## config.mk

```make
export PLATFORM = sky130hd
export DESIGN_NAME = seven_seg_scan_ctrl
export DESIGN_NICKNAME = d
export VERILOG_FILES = /design/src/rtl/seven_seg_scan_ctrl.sv
export SDC_FILE = /design/constraint.sdc
export NUM_CORES = 1
export LEC_CHECK = 0
export CAP_MARGIN = 15
export CORE_ASPECT_RATIO = 2
export CORE_MARGIN = 8
export CORE_UTILIZATION = 30
export CTS_BUF_LIST = sky130_fd_sc_hd__clkbuf_4 sky130_fd_sc_hd__clkbuf_8 sky130_fd_sc_hd__clkbuf_16
export DETAILED_ROUTE_END_ITERATION = 8
export PLACE_DENSITY = 0.56
export RECOVER_POWER = 100
export SLEW_MARGIN = 20
export SYNTH_ARGS = -nofsm -noshare
export SYNTH_HDL_FRONTEND = slang
export SYNTH_SLANG_ARGS = --single-unit
```

## constraint.sdc

```tcl
create_clock -name i_clock -period 8.7 [get_ports i_clock]
set_clock_uncertainty 0.2 [all_clocks]
set_input_delay 0.87 -clock i_clock [delete_from_list [all_inputs] [get_ports i_clock]]
set_output_delay 0.87 -clock i_clock [all_outputs]
set_load 0.05 [all_outputs]
```

## src/rtl/seven_seg_scan_ctrl.sv

```systemverilog
// Time-multiplexed seven-segment driver: single-clock slot counter, per-frame input
// snapshot, inter-digit blanking, PWM brightness and leading-zero suppression.
module seven_seg_scan_ctrl #(
    parameter int NUM_DIGITS     = 4,
    parameter int SCAN_DIV       = 100000,
    parameter int BLANK_CYCLES   = 16,
    parameter int BRIGHT_W       = 4,
    parameter bit SEG_ACTIVE_LOW = 1'b1,
    parameter bit DIG_ACTIVE_LOW = 1'b1
) (
    input  logic                    i_clock,
    input  logic                    reset_i,
    input  logic                    enable_i,
    input  logic [4*NUM_DIGITS-1:0] data_i,
    input  logic [NUM_DIGITS-1:0]   dp_i,
    input  logic                    blank_zero_i,
    input  logic [BRIGHT_W-1:0]     bright_i,
    output logic [NUM_DIGITS-1:0]   digits,
    output logic [6:0]              lcd_out,
    output logic                    dp_out,
    output logic                    frame_o
);

    localparam int          CNT_W     = (SCAN_DIV > 1) ? $clog2(SCAN_DIV) : 1;
    localparam int          IDX_W     = (NUM_DIGITS > 1) ? $clog2(NUM_DIGITS) : 1;
    localparam int unsigned STEP      = (SCAN_DIV - BLANK_CYCLES) >> BRIGHT_W;
    localparam logic [CNT_W-1:0] SLOT_LAST = CNT_W'(SCAN_DIV - 1);
    localparam logic [IDX_W-1:0] IDX_LAST  = IDX_W'(NUM_DIGITS - 1);
    localparam logic [NUM_DIGITS-1:0] DIG_OFF = DIG_ACTIVE_LOW ? '1 : '0;
    localparam logic [6:0]  SEG_OFF   = SEG_ACTIVE_LOW ? '1 : '0;
    localparam logic        DP_OFF    = SEG_ACTIVE_LOW;

    logic [CNT_W-1:0]        r_slot_cnt;
    logic [IDX_W-1:0]        r_dig_idx;
    logic [4*NUM_DIGITS-1:0] r_snap_data;
    logic [NUM_DIGITS-1:0]   r_snap_dp;
    logic [BRIGHT_W-1:0]     r_snap_bright;
    logic [NUM_DIGITS-1:0]   r_snap_mask;
    logic [NUM_DIGITS-1:0]   r_digits;
    logic [6:0]              r_lcd;
    logic                    r_dp;
    logic                    r_frame;

    logic                    w_snap_now;
    logic                    w_run;
    logic [NUM_DIGITS-1:0]   w_mask_new;
    logic [4*NUM_DIGITS-1:0] w_cur_data;
    logic [NUM_DIGITS-1:0]   w_cur_dp;
    logic [NUM_DIGITS-1:0]   w_cur_mask;
    logic [BRIGHT_W-1:0]     w_cur_bright;
    logic [NUM_DIGITS-1:0]   w_sel;
    logic [3:0]              w_nibble;
    logic                    w_dp_bit;
    logic                    w_sup;
    logic [31:0]             w_limit;
    logic                    w_in_window;
    logic                    w_on;
    logic [6:0]              w_seg;

    function automatic logic [6:0] f_decode(input logic [3:0] n);
        logic [6:0] s;
        unique case (n)
            4'h0: s = 7'h3F;
            4'h1: s = 7'h06;
            4'h2: s = 7'h5B;
            4'h3: s = 7'h4F;
            4'h4: s = 7'h66;
            4'h5: s = 7'h6D;
            4'h6: s = 7'h7D;
            4'h7: s = 7'h07;
            4'h8: s = 7'h7F;
            4'h9: s = 7'h6F;
            4'hA: s = 7'h77;
            4'hB: s = 7'h7C;
            4'hC: s = 7'h39;
            4'hD: s = 7'h5E;
            4'hE: s = 7'h79;
            default: s = 7'h71;
        endcase
        return s;
    endfunction

    assign w_snap_now = enable_i && (r_slot_cnt == '0) && (r_dig_idx == '0);

    always_ff @(posedge i_clock or posedge reset_i) begin
        if (reset_i) begin
            r_slot_cnt <= '0;
            r_dig_idx  <= '0;
        end else if (!enable_i) begin
            r_slot_cnt <= '0;
            r_dig_idx  <= '0;
        end else if (r_slot_cnt == SLOT_LAST) begin
            r_slot_cnt <= '0;
            r_dig_idx  <= (r_dig_idx == IDX_LAST) ? '0 : r_dig_idx + 1'b1;
        end else begin
            r_slot_cnt <= r_slot_cnt + 1'b1;
        end
    end

    // Walk from the most significant digit down; suppression stops at the first nonzero nibble.
    always_comb begin
        w_mask_new = '0;
        w_run      = blank_zero_i;
        for (int unsigned j = 0; j < NUM_DIGITS - 1; j++) begin
            if (data_i[4*(NUM_DIGITS-1-j) +: 4] != 4'h0) begin
                w_run = 1'b0;
            end
            w_mask_new[NUM_DIGITS-1-j] = w_run;
        end
    end

    always_ff @(posedge i_clock or posedge reset_i) begin
        if (reset_i) begin
            r_snap_data   <= '0;
            r_snap_dp     <= '0;
            r_snap_bright <= '0;
            r_snap_mask   <= '0;
        end else if (w_snap_now) begin
            r_snap_data   <= data_i;
            r_snap_dp     <= dp_i;
            r_snap_bright <= bright_i;
            r_snap_mask   <= w_mask_new;
        end
    end

    // On the snapshot cycle itself the registers still hold last frame, so bypass them.
    always_comb begin
        w_cur_data   = w_snap_now ? data_i     : r_snap_data;
        w_cur_dp     = w_snap_now ? dp_i       : r_snap_dp;
        w_cur_mask   = w_snap_now ? w_mask_new : r_snap_mask;
        w_cur_bright = w_snap_now ? bright_i   : r_snap_bright;
    end

    always_comb begin
        w_sel    = '0;
        w_nibble = 4'h0;
        w_dp_bit = 1'b0;
        w_sup    = 1'b0;
        for (int unsigned k = 0; k < NUM_DIGITS; k++) begin
            if (IDX_W'(k) == r_dig_idx) begin
                w_sel[k] = 1'b1;
                w_nibble = w_cur_data[4*k +: 4];
                w_dp_bit = w_cur_dp[k];
                w_sup    = w_cur_mask[k];
            end
        end
    end

    always_comb begin
        w_limit     = 32'(BLANK_CYCLES) + 32'(w_cur_bright) * STEP;
        w_in_window = (32'(r_slot_cnt) >= 32'(BLANK_CYCLES)) &&
                      ((w_cur_bright == '1) || (32'(r_slot_cnt) < w_limit));
        w_on        = enable_i && w_in_window && (!w_sup || w_dp_bit);
        w_seg       = f_decode(w_nibble);
    end

    always_ff @(posedge i_clock or posedge reset_i) begin
        if (reset_i) begin
            r_digits <= DIG_OFF;
            r_lcd    <= SEG_OFF;
            r_dp     <= DP_OFF;
            r_frame  <= 1'b0;
        end else begin
            r_frame <= w_snap_now;
            if (w_on) begin
                r_digits <= DIG_ACTIVE_LOW ? ~w_sel : w_sel;
                r_lcd    <= w_sup ? SEG_OFF : (SEG_ACTIVE_LOW ? ~w_seg : w_seg);
                r_dp     <= w_dp_bit ? ~DP_OFF : DP_OFF;
            end else begin
                r_digits <= DIG_OFF;
                r_lcd    <= SEG_OFF;
                r_dp     <= DP_OFF;
            end
        end
    end

    assign digits  = r_digits;
    assign lcd_out = r_lcd;
    assign dp_out  = r_dp;
    assign frame_o = r_frame;

endmodule
```

==> out/results.ini <==
[placement]
place_inst = 599
dpl_worst_slack_ps = 1130
globalplace.congestion = 0.904
port_buffers = 40
dp_hpwl_mm = 8.68

[synth]
ys_types = 58
synthTopCellsByCount = dfrtp_1 (48), ha_1 (48), nand2_1 (33), inv_1 (32), nor2_1 (29)
synth-edff-count = 0
synthTopCellsByArea = dfrtp_1 (29%), ha_1 (15%), dfstp_2 (7.7%)
synth_top_area_share = 0.295
synth_warnings = 0
syn_area_um2 = 4080
ys.flop_type = dfrtp_1
synthArstFlopShare = 1.00
ys_seq_area_frac = 0.372
synth_top_cell_by_area = dfrtp_1
synth-seq-cells = 60
postSynthAreaPerCell_um2 = 9.92
synthCells = 411
synth_nets = 488

[critical_path]
rrSetupSlack_ps = 1340
worstPathRequired_ps = 8710
cpPeakStageDelay_ps = 700
crit_path_end_kind = flip-flop
crit_type = primary input to flip-flop
slowest_stage = nor2_1
arrival_ps = 7590
worst-path-buf-inv = 3
critPathMaxFanout = 10
critPathLaunchType = primary input
critical_path.top_delay_family = simple AND/OR/NAND/NOR gates

[drt]
drt_iter0_drc = 92
via_count = 3260
drt_wl_total_mm = 10.9
drcViolationCount = 0
antenna_left = 0
avgViaCountPerCell = 5.30
firstDrtPassIters = 4
wl_per_cell_um = 17.8

[pwr]
peakVddDrop_v = 0.000103
power_per_cell_area_nw_per_um2 = 224
leakage_nw = 2.15

[cells_and_area]
antennaDiodeCount = 0
fillers = 1339
final_nets = 532
fin_cells = 615
synthToLayoutAreaGrowth_pct = 21.0
seqCellArea_um2 = 1520
multi_input_area_um2 = 2390
drive_above_1_share = 0.0935

[clock_tree]
ctsHoldBuffers = 0
clkSlewWorstSetupHoldPaths_ps = 60
clockBufferDepth = 2
htree_levels = 3
cts_inserted_buffers = 9
root_buffer = clkbuf_16
cts_setup_buffers = 0
cts_tree = yes
post_cts_resized = 0
cts.sinks = 60
clock_latency_ps = 330

[timing]
period_minus_slack_ps = 7580
rsz0062_at_grt = false
tns_ps = 0
fmax_mhz = 132
final-hold-violation-count = 0
setup_viol = 0
max_slew_margin = -1.17
slew_violations = 61
fin_crit_sh = 0.871
tightest_slew_ps = 3250
setup_ws_ps = 1120

[global_routing]
grt_pass1_vias = 3407
grt_max_degree = 61
overflow = 0
antenna_found_initial = 0
grt_pass1_wl_mm = 17.5
grt_use_total = 0.126

[floorplan]
rows = 60
initial_utilization = 0.305
die_h_um = 181
num_io_pins = 41
die-area_um2 = 17800
fp.coreArea_um2 = 13400
fp.dieW_um = 98.4

[flow_run]
cap_violations = 1

[worst_hold_path]
min_path_type = flip-flop to flip-flop

[outcome]
violations = capacitance limit, slew limit
status = finished, violations left

==> worst paths after layout <==
path	from	end	depth (start not counted)
worst min-delay path	r_snap_data[4]	r_snap_data[4]	1
max in group asynchronous	reset_i	r_snap_dp[0]	3
worst max-delay path	enable_i	lcd_out[4]	25
worst min register to register	r_snap_data[4]	r_snap_data[4]	1
worst max register to register	r_slot_cnt[14]	lcd_out[4]	25
min in group asynchronous	reset_i	r_snap_data[12]	3
==> worst register-to-register path, cell delays in order, from the launching register on <==
cell      delay, ps
dfrtp_1         490
nor4_4          370
nand4_2         320
nor2_1          730
mux2i_1         520
inv_1           140
xnor2_1         220
ha_1            270
ha_1            300
inv_1            60
fa_1            450
nor2b_1         120
o21ai_0         100
a21boi_0        270
nor2_1           80
o21ai_1         240
xnor2_1         170
ha_1            280
a21o_1          160
a21o_1          170
a21o_1          190
nor4b_1         370
a211oi_1        160
o32a_1          200
nor2_1          430
o221ai_1        250
==> layout by cell type (no fill, tap or decap), drive strengths merged, types with 2 or more instances in the layout <==
master / n
nor2b: 5
nand4: 10
a21oi: 14
o221ai: 4
and4: 2
and2: 4
a211oi: 2
nand3: 17
inv: 31
mux2i: 14
a221oi: 8
o31ai: 2
nor3: 7
dfstp: 12
o21ai: 19
nor2: 30
nor4: 6
xnor2: 14
a21boi: 3
clkdlybuf4s50: 25
a31oi: 4
and3: 7
o41ai: 3
xor2: 11
mux2: 16
ha: 48
clkbuf: 14
dlygate4sd3: 15
clkinv: 3
dfrtp: 48
or3: 4
nand2: 34
a21o: 6
==> routing by layer <==
| metal | GRT usage | up-vias | wire (µm) |
|---|---|---|---|
| met2 | 0.244 | 73 | 6290 |
| li1 | - | 1575 | - |
| met5 | 0 | - | 0 |
| met1 | 0.115 | 1579 | 3830 |
| met3 | 0.0262 | 33 | 354 |
| met4 | 0.0743 | 0 | 444 |
==> sequential cells by signal (all words and copies together), names as in the netlist <==
register / count
r_snap_mask: 4
lcd_out: 7
dp_out: 1
frame_o: 1
r_dig_idx: 2
digits: 4
r_snap_dp: 4
r_snap_data: 16
r_snap_bright: 4
r_slot_cnt: 17
==> power by group <==
group	total, mW	switching [mW]	internal, mW
clock network	0.363	0.124	0.239
registers	0.319	0.0111	0.308
logic	0.422	0.246	0.175
total	1.10	0.381	0.723
==> cells by family (layout without fill, tap and decap cells) <==
group                      Yosys count  after routing  synth area share
AOI/OAI and AO/OA                   75             75             0.132
xor gates and xnor gates            25             25            0.0537
adders and majority gates           49             49             0.152
buffers and inverters               41             90            0.0408
DFF                                 60             60             0.372
muxes                               30             30            0.0785
and+or+nand+nor                    131            131             0.171
==> metrics by stage <==
stage / hold slack [ps] / cell area, µm² / power [mW] / utilization
CTS: 295 / 4950 / 1.12 / 0.370
floorplan: 246 / 4080 / 0.625 / -
finish: 288 / 4930 / 1.10 / 0.369
global route: 308 / 4930 / 1.18 / 0.369
global placement: 271 / 4640 / 0.735 / 0.347
detailed placement: 284 / 4640 / 0.753 / 0.347
==> area by class of cell <==
| type | count | share of cell area |
|---|---|---|
| clock buffer | 12 | 0.0528 |
| clock inverter | 4 | 0.00964 |
| inverter | 32 | 0.0243 |
| multi-input combinational | 310 | 0.484 |
| sequential | 60 | 0.307 |
| tap | 155 | 0.0393 |
| timing repair buffer | 42 | 0.0827 |
(Power assumes the default switching activity.)
